==> config.mk <==
export PLATFORM = sky130hd
export DESIGN_NAME = post_monitor
export DESIGN_NICKNAME = d
export VERILOG_FILES = /design/src/rtl/post_monitor.sv
export SDC_FILE = /design/constraint.sdc
export NUM_CORES = 1
export LEC_CHECK = 0
export CAP_MARGIN = 0
export CORE_MARGIN = 2
export CORE_UTILIZATION = 49
export DETAILED_ROUTE_END_ITERATION = 10
export GPL_ROUTABILITY_DRIVEN = 0
export GPL_TIMING_DRIVEN = 1
export MAX_ROUTING_LAYER = met4
export PLACE_DENSITY = 0.68
export SLEW_MARGIN = 10
export SYNTH_ARGS = -nofsm -noshare
export SYNTH_HDL_FRONTEND = slang
export SYNTH_SLANG_ARGS = --single-unit
==> constraint.sdc <==
create_clock -name clk_96m -period 4.4 [get_ports clk_96m]
set_clock_uncertainty 0.1 [all_clocks]
set_input_delay 1.32 -clock clk_96m [delete_from_list [all_inputs] [get_ports clk_96m]]
set_output_delay 1.32 -clock clk_96m [all_outputs]
set_load 0.01 [all_outputs]
==> src/rtl/post_monitor.sv <==
// post_monitor
//   Counts POST code changes on a console and drives a glitch request
//   during a window of the boot sequence. If the boot does not advance
//   in time, the block requests a console reset and counts the failure.
//
//   Ports:
//     clk_96m   - 96 MHz clock; one rising edge is one tick
//     rst       - synchronous, active-high reset
//     post_in   - asynchronous POST bit; toggles once per POST code change
//     glitch    - glitch request; high only while the window is open (ARMED)
//     reset_req - console reset request after a failed attempt
//     success   - latched once the boot has reached SUCCESS_POST
//     halted    - attempt limit exhausted (only with ATTEMPT_LIMIT_EN)
//     attempts  - failed-attempt count, saturating at 4'hF
//     post_cnt  - POST edge count, saturating at 8'hFF
//
//   Optional build macro:
//     ATTEMPT_LIMIT_EN - adds a HALT state that is entered once the number
//                        of failed attempts reaches MAX_ATTEMPTS. When not
//                        defined, retries are unlimited and halted is 0.
module post_monitor #(
  parameter logic [7:0]  GLITCH_POST   = 8'd6,
  parameter logic [7:0]  SUCCESS_POST  = 8'd8,
  parameter logic [23:0] CHECK_TIMEOUT = 24'd9600000,
  parameter logic [15:0] RESET_TICKS   = 16'd9600,
  parameter logic [3:0]  MAX_ATTEMPTS  = 4'd15
) (
  input  logic       clk_96m,
  input  logic       rst,
  input  logic       post_in,
  output logic       glitch,
  output logic       reset_req,
  output logic       success,
  output logic       halted,
  output logic [3:0] attempts,
  output logic [7:0] post_cnt
);

  typedef enum logic [2:0] {
    IDLE,
    COUNT,
    ARMED,
    CHECK,
    FAIL_RESET,
    DONE
`ifdef ATTEMPT_LIMIT_EN
    , HALT
`endif
  } state_t;

  state_t      state;
  logic        sync1;
  logic        sync2;
  logic        sync3;
  logic        post_edge;
  logic [23:0] timer;
  logic [7:0]  cnt_next;
  logic        timeout_hit;
  logic        reset_done;
  logic        check_qual;

  // Two-flop synchroniser, one more stage for edge detection, and a
  // registered edge pulse so post_edge lands 3 ticks after a transition.
  always_ff @(posedge clk_96m) begin
    if (rst) begin
      sync1     <= 1'b0;
      sync2     <= 1'b0;
      sync3     <= 1'b0;
      post_edge <= 1'b0;
    end else begin
      sync1     <= post_in;
      sync2     <= sync1;
      sync3     <= sync2;
      post_edge <= sync2 ^ sync3;
    end
  end

  always_comb begin
    cnt_next    = (post_cnt == 8'hFF) ? post_cnt : post_cnt + 8'd1;
    timeout_hit = (timer == CHECK_TIMEOUT - 24'd1);
    reset_done  = (timer == {8'd0, RESET_TICKS} - 24'd1);
    // The level term covers SUCCESS_POST already reached on entry to CHECK.
    check_qual  = (post_edge && (cnt_next >= SUCCESS_POST)) ||
                  (post_cnt >= SUCCESS_POST);
  end

  always_ff @(posedge clk_96m) begin
    if (rst) begin
      state     <= IDLE;
      glitch    <= 1'b0;
      reset_req <= 1'b0;
      success   <= 1'b0;
      attempts  <= '0;
      post_cnt  <= '0;
      timer     <= '0;
`ifdef ATTEMPT_LIMIT_EN
      halted    <= 1'b0;
`endif
    end else begin
      case (state)
        IDLE: begin
          if (post_edge) begin
            post_cnt <= 8'd1;
            state    <= COUNT;
          end
        end

        COUNT: begin
          if (post_edge) begin
            post_cnt <= cnt_next;
            if (cnt_next == GLITCH_POST) begin
              state  <= ARMED;
              glitch <= 1'b1;
              timer  <= '0;
            end
          end
        end

        // An edge on the timeout tick wins over the timeout.
        ARMED: begin
          if (post_edge) begin
            post_cnt <= cnt_next;
            glitch   <= 1'b0;
            timer    <= '0;
            state    <= CHECK;
          end else if (timeout_hit) begin
            state     <= FAIL_RESET;
            glitch    <= 1'b0;
            reset_req <= 1'b1;
            post_cnt  <= '0;
            timer     <= '0;
            attempts  <= (attempts == 4'hF) ? attempts : attempts + 4'd1;
          end else begin
            timer <= timer + 24'd1;
          end
        end

        // Non-qualifying edges still count but do not restart the timer.
        CHECK: begin
          if (post_edge) begin
            post_cnt <= cnt_next;
          end
          if (check_qual) begin
            state   <= DONE;
            success <= 1'b1;
          end else if (timeout_hit) begin
            state     <= FAIL_RESET;
            reset_req <= 1'b1;
            post_cnt  <= '0;
            timer     <= '0;
            attempts  <= (attempts == 4'hF) ? attempts : attempts + 4'd1;
          end else begin
            timer <= timer + 24'd1;
          end
        end

        // POST edges are ignored while the console is held in reset.
        FAIL_RESET: begin
          if (reset_done) begin
            reset_req <= 1'b0;
            timer     <= '0;
`ifdef ATTEMPT_LIMIT_EN
            if (attempts == MAX_ATTEMPTS) begin
              state  <= HALT;
              halted <= 1'b1;
            end else begin
              state <= IDLE;
            end
`else
            state <= IDLE;
`endif
          end else begin
            timer <= timer + 24'd1;
          end
        end

        DONE: begin
          if (post_edge) begin
            post_cnt <= cnt_next;
          end
        end

`ifdef ATTEMPT_LIMIT_EN
        HALT: begin
          // Everything frozen until rst.
        end
`endif

        default: begin
          state <= IDLE;
        end
      endcase
    end
  end

`ifndef ATTEMPT_LIMIT_EN
  assign halted = 1'b0;
`endif

endmodule

==> metrics.md <==
| Metric | Value |
|---|---|
| Status | `finished clean` |
| CTS tree | `yes` |
| Main synth FF type | `dfxtp_1` |
| Die Span Y | `79.8 um` |
| Switching power | `0.252 mW` |
| Leak | `1.02 nW` |
| Most common cell after layout, fill and taps aside | `dfxtp_1` |
| Drt total wl | `around 6800 um` |
| Largest area contributor in the netlist | `dfxtp_1` |
| Synth-to-layout area growth | `9.30%` |
| Buffers on Ports | `17` |
| Ys Warns | `0` |
| Period utilization | `between 80% and 90%` |
| Final setup viols | `0` |
| Sequential area share after synthesis | `roughly a third` |
| Clock root buffer master | `clkbuf_8` |
| Share of power burned in registers | `a little over half` |
| Boundary Pins | `19` |
| Number of flops mapped to enable cells by yosys | `0` |
| Clk Latency, worst-skew pair | `around 290 ps` |
| Area of the die | `between 6000 and 7000 um2` |
| Gr usage total | `about 23%` |
| First-iteration detailed-routing DRC count | `between 150 and 200` |
| Fillers | `~550` |
| Max Cap Violations | `0` |
| Synth Instances | `about 360` |
| Rows | `27` |
| CTS Buffer Depth | `2` |
| Post-synthesis cell area | `~2800 um2` |
| Crit. End Element | `register` |
| Worst R2R Setup Slack | `between 600 and 700 ps` |
| Finished Layout Cells | `about 440` |
| Ys async rst share | `0%` |
| Fin. max-slew vios | `0` |
| Combinational family with the most area after synthesis | `simple AND/OR/NAND/NOR gates` |
| Worst Tran Pin Value | `approximately 970 ps` |
| CP arrival | `between 3000 and 4000 ps` |
| Max Freq | `~0.26 GHz` |
| WS Path Type | `register to register` |
| Cell Pwr Density | `approximately 280 nW/um2` |
| HP Class | `register to register` |
| Post-DR wirelength/cell | `15.5 um` |
| Clock power frac | `approximately a third` |
| Largest cells by area after synthesis | `dfxtp_1 33%, nor2_1 4.9%, o21ai_0 4.6%` |
| CORE AREA | `5540 um2` |
| Antenna violations before repair | `0` |
| Post-synthesis simple-gate area fraction | `roughly 34%` |
| Fin. Hold Viols | `0` |
| Clock-pin transition on the worst setup and hold timing paths | `~90 ps` |
| Critical Path RT | `4450 ps` |
| Crit Path Max Fanout | `22` |
| Inst Count DP | `427` |
| Peak supply drop | `between 0.00015 and 0.0002 V` |
| Top-area cell type share of the netlist area | `approximately a third` |
| Most frequent cells in the layout | `46 x dfxtp_1, 37 x nor2_1, 27 x nand2_1` |
| Syn_area_per_cell | `7.83 um2` |
| Xor and xnor area share after synthesis | `4.67%` |
| Critical Path Start Type | `register` |
| Setup repair bufs after CTS | `0` |
| RSZ-0062 raised after global routing | `false` |
| CTS sink count | `46` |
| Max_slew headroom | `34.7%` |
| Vias | `about 2700` |
| Hold buffers post-CTS | `0` |
| First-pass GRT wire length | `between 10000 and 15000 um` |
| # diodes | `0` |
| Number of global-route vias before repair | `roughly 2400` |
| Die Wd | `approximately 80 um` |
| Cell Int Power | `0.596 mW` |
| Initial core utilization | `between 50% and 60%` |
| Number of nets in the layout | `between 300 and 400` |
| Synth Area in Compound Gates | `approximately 20%` |
| Detail Route Antenna Nets | `0` |
| Setup TNS | `0 ps` |
| DRC Markers | `0` |
| Drt pass-1 iters | `6` |
| FF+latch count, synth | `46` |
| Via/cell ratio | `around 6.2` |
| Combinational power share | `15.6%` |
| Syn_nets | `about 370` |
| Layout cells sized above 1 | `roughly 5.2%` |
| Final min period | `between 3000 and 4000 ps` |
| GR Overflow Total | `0` |
| CTS buffer count | `5` |
| Library cells used by synthesis | `54` |
| Multiplexer area fraction after synthesis | `~1.8%` |
| Switching Share | `slightly below 30%` |
| Post-CTS sizing | `0` |
| # H-tree levels | `2` |
| Post-Synth Adder-Cell Area | `between 1.5 and 2%` |
| Core Util, Final | `~55%` |
| Largest net degree at the start of global routing | `23` |
| HPWL Detailed | `~4700 um` |
worst max-delay path, cell delays in order, from the launching register on:
cell	delay, ps
dfxtp_1	510
ha_1	350
nand2_1	160
or4_1	460
a211o_1	370
o31ai_4	530
o21ai_2	370
o21ai_2	680
nor2b_1	110
synth_stat cells (all sizes together) (4+ instances only):
cell type,number
dfxtp,46
nor2,37
o21ai,28
nand2,27
a21oi,22
clkbuf,17
nand3,15
nor3,11
nor4,11
a31oi,9
and3,9
nand4,9
xor2,9
nor2b,8
o31ai,8
or4,8
buf,7
inv,7
and4,6
xnor2,6
mux2i,5
and2,4
ha,4
or4b,4
cells by family after synthesis:
family / count (synthesis)
simple gates: 168
compound gates: 89
flops: 46
buf+inv: 31
xor+xnor: 15
mux: 5
fa+ha+maj: 4
other cells: 1
worst paths after layout:
kind,start,endpoint,cells past startpoint
max,post_cnt[0],timer[16],8
min,sync1,sync2,1
max reg2reg,post_cnt[0],timer[16],8
min reg2reg,sync1,sync2,1
registers in the layout, summed over array words and instances, names as in the netlist:
name,cells
attempts,4
glitch,1
post_cnt,8
post_edge,1
reset_req,1
state,3
success,1
sync1,1
sync2,1
sync3,1
timer,24
through the flow:
step,area (um2),setup WS (ps),power [mW],hold slack [ps]
floorplan,2810,1430,0.561,314
global placement,2980,791,0.584,340
detailed placement,2980,672,0.588,355
CTS,3070,651,0.851,371
global route,3070,348,0.889,383
finish,3070,620,0.848,365
layer usage:
| metal | up-vias | routed length (um) | global-route usage [%] |
|---|---|---|---|
| met1 | 1278 | 3260 | 32.4 |
| met5 | - | 0 | - |
| met3 | 7 | 292 | 3.51 |
| li1 | 1334 | - | - |
| met2 | 75 | 3150 | 35.7 |
| met4 | 0 | 46 | 3.73 |
layout make-up:
type	instances	area, um2	share of cell area, %
flip-flops and latches	46	921	30.0
multi-input cells	282	1750	57.0
clock inverters	1	5.00	0.163
clock buffers	7	86.3	2.81
well taps	72	90.1	2.93
inverters	7	26.3	0.855
repair buffers	20	193	6.27
power by group through the flow:
| stage | registers [mW] | clock network [mW] | logic, mW |
|---|---|---|---|
| finish | 0.447 | 0.268 | 0.133 |
| global route | 0.450 | 0.291 | 0.148 |
| CTS | 0.447 | 0.272 | 0.132 |
| detailed placement | 0.456 | 0 | 0.132 |
| global placement | 0.455 | 0 | 0.129 |
| floorplan | 0.445 | 0 | 0.116 |
Note: power is estimated with default switching activity, not from simulation.
